**src/rtl/fir_pkg.sv**
```systemverilog
// Shared types and helpers for the FIR decimator output stage:
// round-mode encoding, rounding constant and saturation limits.
package fir_pkg;

    typedef enum logic {
        RND_TRUNC   = 1'b0,
        RND_HALF_UP = 1'b1
    } round_mode_e;

    // Largest signed value representable in 'width' bits.
    function automatic logic signed [63:0] sat_max(input int unsigned width);
        sat_max = (64'sd1 <<< (width - 32'd1)) - 64'sd1;
    endfunction

    // Smallest signed value representable in 'width' bits.
    function automatic logic signed [63:0] sat_min(input int unsigned width);
        sat_min = -(64'sd1 <<< (width - 32'd1));
    endfunction

    // Half an LSB of the shifted result; zero when nothing is shifted out.
    function automatic logic signed [63:0] round_const(input int mode, input int shift);
        if ((mode == int'(RND_HALF_UP)) && (shift > 0)) begin
            round_const = 64'sd1 <<< (shift - 1);
        end else begin
            round_const = 64'sd0;
        end
    endfunction

endpackage

```
**src/rtl/fir_round_sat.sv**
```systemverilog
// Combinational datapath: round and arithmetic-shift one sample, and
// saturate a (separately registered) shifted sample with a clamp flag.
module fir_round_sat
    import fir_pkg::*;
#(
    parameter int INPUT_WIDTH  = 26,
    parameter int OUTPUT_WIDTH = 16,
    parameter int SHIFT        = 10,
    parameter int ROUND_MODE   = 1
) (
    input  logic signed [INPUT_WIDTH-1:0]  din,
    output logic signed [INPUT_WIDTH:0]    shifted,
    input  logic signed [INPUT_WIDTH:0]    sat_in,
    output logic signed [OUTPUT_WIDTH-1:0] sat_out,
    output logic                           clamp
);

    localparam int SW = INPUT_WIDTH + 1;
    localparam logic signed [SW-1:0] RND_C   = SW'(round_const(ROUND_MODE, SHIFT));
    localparam logic signed [SW-1:0] MAX_C   = SW'(sat_max(OUTPUT_WIDTH));
    localparam logic signed [SW-1:0] MIN_C   = SW'(sat_min(OUTPUT_WIDTH));

    logic signed [SW-1:0] sum_s;

    // One extra bit of headroom so adding the rounding constant never wraps.
    always_comb begin
        sum_s   = {din[INPUT_WIDTH-1], din} + RND_C;
        shifted = sum_s >>> SHIFT;
    end

    // Clamp to the output range and flag when clamping occurred.
    always_comb begin
        clamp   = 1'b0;
        sat_out = sat_in[OUTPUT_WIDTH-1:0];
        if (sat_in > MAX_C) begin
            clamp   = 1'b1;
            sat_out = MAX_C[OUTPUT_WIDTH-1:0];
        end else if (sat_in < MIN_C) begin
            clamp   = 1'b1;
            sat_out = MIN_C[OUTPUT_WIDTH-1:0];
        end else begin
            clamp   = 1'b0;
            sat_out = sat_in[OUTPUT_WIDTH-1:0];
        end
    end

endmodule

```
**src/rtl/fir_decim_round.sv**
```systemverilog
// Decimate the FIR output stream by DECIM, then round, shift and saturate
// through a two-stage pipeline with a sticky overflow flag.
module fir_decim_round
    import fir_pkg::*;
#(
    parameter int INPUT_WIDTH  = 26,
    parameter int OUTPUT_WIDTH = 16,
    parameter int DECIM        = 4,
    parameter int SHIFT        = 10,
    parameter int ROUND_MODE   = 1
) (
    input  logic                           clk,
    input  logic                           rst,
    input  logic                           valid_in,
    input  logic signed [INPUT_WIDTH-1:0]  din,
    input  logic                           sync,
    input  logic                           ovf_clr,
    output logic                           valid_out,
    output logic signed [OUTPUT_WIDTH-1:0] dout,
    output logic                           ovf
);

    localparam int PW = (DECIM > 1) ? $clog2(DECIM) : 1;
    localparam logic [PW-1:0] PH_ZERO = PW'(0);
    localparam logic [PW-1:0] PH_LAST = PW'(DECIM - 1);
    // A synced sample is itself phase 0, so the counter moves straight on to 1.
    localparam logic [PW-1:0] PH_SYNC = (DECIM > 1) ? PW'(1) : PW'(0);

    logic [PW-1:0]                  phase_r;
    logic                           keep_s;
    logic                           s1_valid_r;
    logic signed [INPUT_WIDTH:0]    s1_data_r;
    logic signed [INPUT_WIDTH:0]    shifted_s;
    logic signed [OUTPUT_WIDTH-1:0] sat_s;
    logic                           clamp_s;
    logic                           valid_out_r;
    logic signed [OUTPUT_WIDTH-1:0] dout_r;
    logic                           ovf_r;

    fir_round_sat #(
        .INPUT_WIDTH (INPUT_WIDTH),
        .OUTPUT_WIDTH(OUTPUT_WIDTH),
        .SHIFT       (SHIFT),
        .ROUND_MODE  (ROUND_MODE)
    ) u_round_sat (
        .din    (din),
        .shifted(shifted_s),
        .sat_in (s1_data_r),
        .sat_out(sat_s),
        .clamp  (clamp_s)
    );

    // Keep decision for the sample on din this cycle.
    always_comb begin
        keep_s = valid_in && (sync || (phase_r == PH_ZERO));
    end

    // Decimation phase counter, advanced only by valid samples.
    always_ff @(posedge clk) begin
        if (rst) begin
            phase_r <= PH_ZERO;
        end else if (sync && valid_in) begin
            phase_r <= PH_SYNC;
        end else if (sync) begin
            phase_r <= PH_ZERO;
        end else if (valid_in) begin
            phase_r <= (phase_r == PH_LAST) ? PH_ZERO : phase_r + PW'(1);
        end else begin
            phase_r <= phase_r;
        end
    end

    // Stage 1: register the rounded and shifted kept sample.
    always_ff @(posedge clk) begin
        if (rst) begin
            s1_valid_r <= 1'b0;
            s1_data_r  <= '0;
        end else begin
            s1_valid_r <= keep_s;
            s1_data_r  <= keep_s ? shifted_s : s1_data_r;
        end
    end

    // Stage 2: register the saturated sample; dout holds between pulses.
    always_ff @(posedge clk) begin
        if (rst) begin
            valid_out_r <= 1'b0;
            dout_r      <= '0;
        end else begin
            valid_out_r <= s1_valid_r;
            dout_r      <= s1_valid_r ? sat_s : dout_r;
        end
    end

    // Sticky overflow; a new clamp beats a simultaneous clear.
    always_ff @(posedge clk) begin
        if (rst) begin
            ovf_r <= 1'b0;
        end else if (s1_valid_r && clamp_s) begin
            ovf_r <= 1'b1;
        end else if (ovf_clr) begin
            ovf_r <= 1'b0;
        end else begin
            ovf_r <= ovf_r;
        end
    end

    assign valid_out = valid_out_r;
    assign dout      = dout_r;
    assign ovf       = ovf_r;

endmodule
```
**config.mk**
```make
export PLATFORM = sky130hd
export DESIGN_NAME = fir_decim_round
export DESIGN_NICKNAME = d
export VERILOG_FILES = /design/src/rtl/fir_pkg.sv /design/src/rtl/fir_round_sat.sv /design/src/rtl/fir_decim_round.sv
export SDC_FILE = /design/constraint.sdc
export NUM_CORES = 1
export LEC_CHECK = 0
export CORE_UTILIZATION = 47
export CTS_BUF_LIST = sky130_fd_sc_hd__clkbuf_4 sky130_fd_sc_hd__clkbuf_8
export DETAILED_ROUTE_END_ITERATION = 10
export GPL_TIMING_DRIVEN = 0
export PLACE_DENSITY = 0.78
export RECOVER_POWER = 100
export REMOVE_ABC_BUFFERS = 1
export SETUP_SLACK_MARGIN = 0.15
export SYNTH_ARGS = -nofsm -noshare
export SYNTH_HDL_FRONTEND = slang
export SYNTH_SLANG_ARGS = --single-unit
```
**constraint.sdc**
```tcl
create_clock -name clk -period 2.1 [get_ports clk]
set_input_delay 0.315 -clock clk [delete_from_list [all_inputs] [get_ports clk]]
set_output_delay 0.315 -clock clk [all_outputs]
set_load 0.05 [all_outputs]
```
Yosys cells after proc, flatten, opt, wreduce, memory -nomap -nowiden:

Cells that the tools add are included.

* equal/unequal tests: 1
* add/subtract/negate cells: 2
* muxes and demuxes: 10
* magnitude comparators: 2
* reduce and logical (&&, ||, !) cells: 8

Operator list (count)
* 2-to-1 mux 16 bit: 2
* adder 26 x 11 -> 27 bit (second input constant): 1
* greater-than comparator 17 x 16 -> 1 bit (second input constant): 1
* less-than comparator 17 x 16 -> 1 bit (second input constant): 1
* 2-to-1 mux 1 bit: 7
* logical AND 1 bit: 3
* nonzero test 3 bit: 1
* OR reduction 3 bit: 1
* adder 2 x 1 -> 2 bit (second input constant): 1
* equality test 2 bit (second input constant): 1
* zero test 2 bit: 1
* 2-to-1 mux 2 bit: 1
* nonzero test 2 bit: 1
* logical OR 1 bit: 1

* word-level logic and storage cells: 30
* flip-flop bits (word level): 38
* input bits: 31
* output and inout port bits: 18

Longest topological paths before layout:

* depth after elaboration: 5
* gate-level depth with buffers: 6
* mapped depth without buffers: 6

Modules after synthesis:

Synthesis repeated with hierarchy kept, for this count alone.

* cells, all modules: 267
* area, all modules: 2322.2 um^2

Modules (own cells, without submodules)
* fir_decim_round: cells each 188, area an instance 1729.2 um^2, seq. area each 960.9 um^2, times used 1
* fir_round_sat: cells each 79, area an instance 593.1 um^2, seq. area each 0.0 um^2, times used 1

Worst setup path before layout:

Ideal clock, no wire load.

* path type: input to register
* start: in din[9]
* end: reg s1_data_r[15]
* data arrival time: 1.308 ns
* path buffers: 0
* data required time: 2.021 ns
* cell stages on the path: 5
* path slack: 0.712 ns
* cell sequence: ha_1 > nand4_2 > nor4_2 > xnor2_1 > a211oi_2

* cells in the longest elaborated chain, start to end: 1

RTL lines
* from (decl): line fir_decim_round.sv:15 `input logic signed [INPUT_WIDTH-1:0] din,`
* adder 26 x 11 -> 27 bit: line fir_round_sat.sv:27 `sum_s = {din[INPUT_WIDTH-1], din} + RND_C;`
* to (signal assigned): line fir_decim_round.sv:80 `s1_data_r <= keep_s ? shifted_s : s1_data_r;`
* to (decl): line fir_decim_round.sv:32 `logic signed [INPUT_WIDTH:0] s1_data_r;`

No other way between the ends.
A chain may end at the register's enable or synchronous reset.

Worst setup path in the final report:

* start: in din[18]
* end: reg s1_data_r[14]

Same word-level chain as after synthesis.

==> flow_metrics.tcl <==
set metrics [dict create \
    status "finished, final reports clean" \
    rsz0062_at_grt "false" \
    whs_endpoint "dout[5]" \
    hold_viol_final 0 \
    vias_per_cell 5.31 \
    clockBufferDepth 2 \
    r2r_start "s1_valid_r" \
    core_sq_um 3720 \
    wl_per_cell_um 12.6 \
    nets 281 \
    overflow 0 \
    r2r_cells 2 \
    rrSetupSlack_ns 0.50 \
    die_h_um 64.6 \
    grt_pass1_wl_mm 6.18 \
    async_reset_ff_share_pct 0 \
    hold_path.class "reg -> reg" \
    slew_headroom_pct 23.5 \
    synth_simple_gate_area_share_pct 23.6 \
    drv_cap 0 \
    place_inst 288 \
    synth_area_sq_um 1840 \
    antenna_left 0 \
    clock_sinks 38 \
    cts_tree "yes" \
    finalSetupViolCount 0 \
    pre_cts_slack_ns -0.198 \
    combPwrFrac_pct 19.1 \
    max_freq_mhz 538 \
    drc_errors 0 \
    worst_slew_pin_slew_ns 1.15 \
    die_w_um 64.6 \
    grt_max_degree 39 \
    drtPass1Iterations 4 \
    drive_gt1_share_pct 9.27 \
    synth.distinct_cells 30 \
    syn_area_per_cell_sq_um 8.49 \
    fin_ws_ns 0.241 \
    die-area_sq_um 4170 \
    instances_no_fill 296 \
    ctsHoldBuffers 0 \
    seq_area_frac_synth_pct 41.3 \
    synth_cells 217 \
    hpwl_mm 2.45 \
    layout_min_cycle_time_ns 1.86 \
    cp.arrival_ns 2.01 \
    vias 1571 \
    root_buffer "clkbuf_8" \
    layout_common_cells "dfxtp_1 (38), nor2_1 (37), nand2_1 (21), dlygate4sd3_1 (21)" \
    synthMuxAreaShare_pct 1.09 \
    p_leak_uw 0.000838 \
    ys_warn_count 0 \
    p_clk_share_pct 34.5 \
    clk_latency_ns 0.29 \
    synth_top_family_by_area "simple AND/OR/NAND/NOR gates" \
    layout_commonest_cell "dfxtp_1" \
    grt_antenna_before_repair 0 \
    ir_drop_mv 0.371 \
    regToRegEndpoint "dout[7]" \
    track_usage_pct 19.9 \
    gp_congestion 0.707 \
    worst_clock_skew_ns 0.00780 \
    p_sw_uw 510 \
    synth_adder_area_share_pct 2.04 \
    synth-edff-count 0 \
    setup.worst_path.class "in -> reg" \
    num_antenna_cells 0 \
    finalWirelength_mm 3.74 \
    hold_start "dout[5]" \
    std_cell_rows 22 \
    hold_depth 2 \
    synth_compound_area_share_pct 21.3 \
    synth_ff_type "dfxtp_1" \
    drtIter0Drc 81 \
    end_kind "register" \
    h-tree-depth 2 \
    slew_violations 0 \
    power_frac_seq_pct 46.4 \
    p_per_area_nw_per_um2 756 \
    start_util_pct 49.6 \
    power.internal_uw 1250 \
    cts_resized 1 \
    start_kind "input port" \
    path_max_fanout 5 \
    portBuffers 39 \
    cts_buffers 5 \
    clk_pin_slew_ns 0.07 \
    crit_required_ns 2.25 \
    synth-xor-area-share_pct 6.18 \
    swShare_pct 28.9 \
    post-route-util_pct 62.8 \
    finalCritPeriodShare_pct 88.5 \
    pin_count 49 \
    ys_ff_latch 38 \
    syn_to_final_growth_pct 26.6 \
    nFillCells 332 \
    post-cts-setup-buffer-count 0 \
    grt_pass1_vias 1375 \
]
## cells by family after synthesis
| group | Yosys count |
|---|---|
| AO/OA/AOI/OAI | 54 |
| XOR/XNOR | 13 |
| adder cells (fa/ha/maj) | 3 |
| buffers and inverters | 22 |
| flip-flops | 38 |
| multiplexers | 2 |
| AND/OR/NAND/NOR | 85 |
## layer usage
layer / wire (um) / track usage (%)
met5: 0 / 0
met4: 44 / 10.8
met3: 136 / 4.40
met2: 1690 / 31.4
met1: 1870 / 24.9
## metrics by stage
step                area, sq um  hold WS (ns)  setup TNS (ns)  total power, uW
global placement           2230         0.459           -1.13             1180
global route               2330         0.502               0             1840
detailed placement         2230         0.475           -1.80             1190
finish                     2330         0.481               0             1760
CTS                        2340         0.488               0             1790
floorplan                  1780         0.380               0             1040
## final cells by class
class,instances,area (sq um),share of cell area (%)
well taps,48,60.1,2.58
repair buffers,39,385,16.5
clock buffers,5,68.8,2.95
multi-input cells,157,995,42.7
inverters,6,22.5,0.966
clock inverters,3,40.0,1.72
flip-flops and latches,38,761,32.6
## worst max-delay path by stage
stage / startpoint / endpoint / slack (ns) / depth (start not counted)
3_5_place_dp: valid_in / s1_data_r[14] / -0.20 / 4
6_report: din[18] / s1_data_r[14] / 0.24 / 5
5_1_grt: din[18] / s1_data_r[14] / 0.13 / 5
4_1_cts: rst / s1_data_r[16] / 0.25 / 2
2_1_floorplan: phase_r[0] / s1_data_r[14] / 0.48 / 5
3_3_place_gp: valid_in / s1_data_r[14] / -0.17 / 4
## state kept, by name, indices dropped and copies added, names as in the netlist
name        count
s1_valid_r      1
ovf             1
s1_data_r      17
dout           16
valid_out       1
phase_r         2
## power groups by stage
stage | registers (uW) | clock network [uW] | logic, uW
after global placement | 834 | 0 | 344
after CTS | 820 | 620 | 351
final | 819 | 608 | 337
after global routing | 827 | 647 | 369
after detailed placement | 836 | 0 | 349
after floorplan | 906 | 0 | 133
## synth_stat cells, types with 2 or more instances
cell type  instances  share of area [%]
nand3_1            4                1.1
xor2_1             3                1.4
dfxtp_1           38                 41
xnor2_1           10                4.8
or3_1              3                1.0
nor2b_1            2               0.68
buf_1              4               0.81
ha_1               3                2.0
a211oi_1           8                3.3
a211oi_2           4                2.7
mux2i_1            2                1.1
o21ai_0           16                4.3
nor2_1            37                7.5
nor3_1             5                1.4
nand2_1           21                4.3
o21ai_1            3               0.81
clkbuf_1          12                2.4
a311oi_1          17                8.1
a21oi_1            4                1.1
nand4_1            2               0.68
inv_1              6                1.2
nor4_2             5                3.4
## worst max-delay path, cell delays in order
cell,delay (ns)
dlygate4sd3_1,0.64
nand4_1,0.29
nor4_1,0.49
and3_1,0.23
nor4_2,0.05
Note: power is estimated with default switching activity, not from simulation.
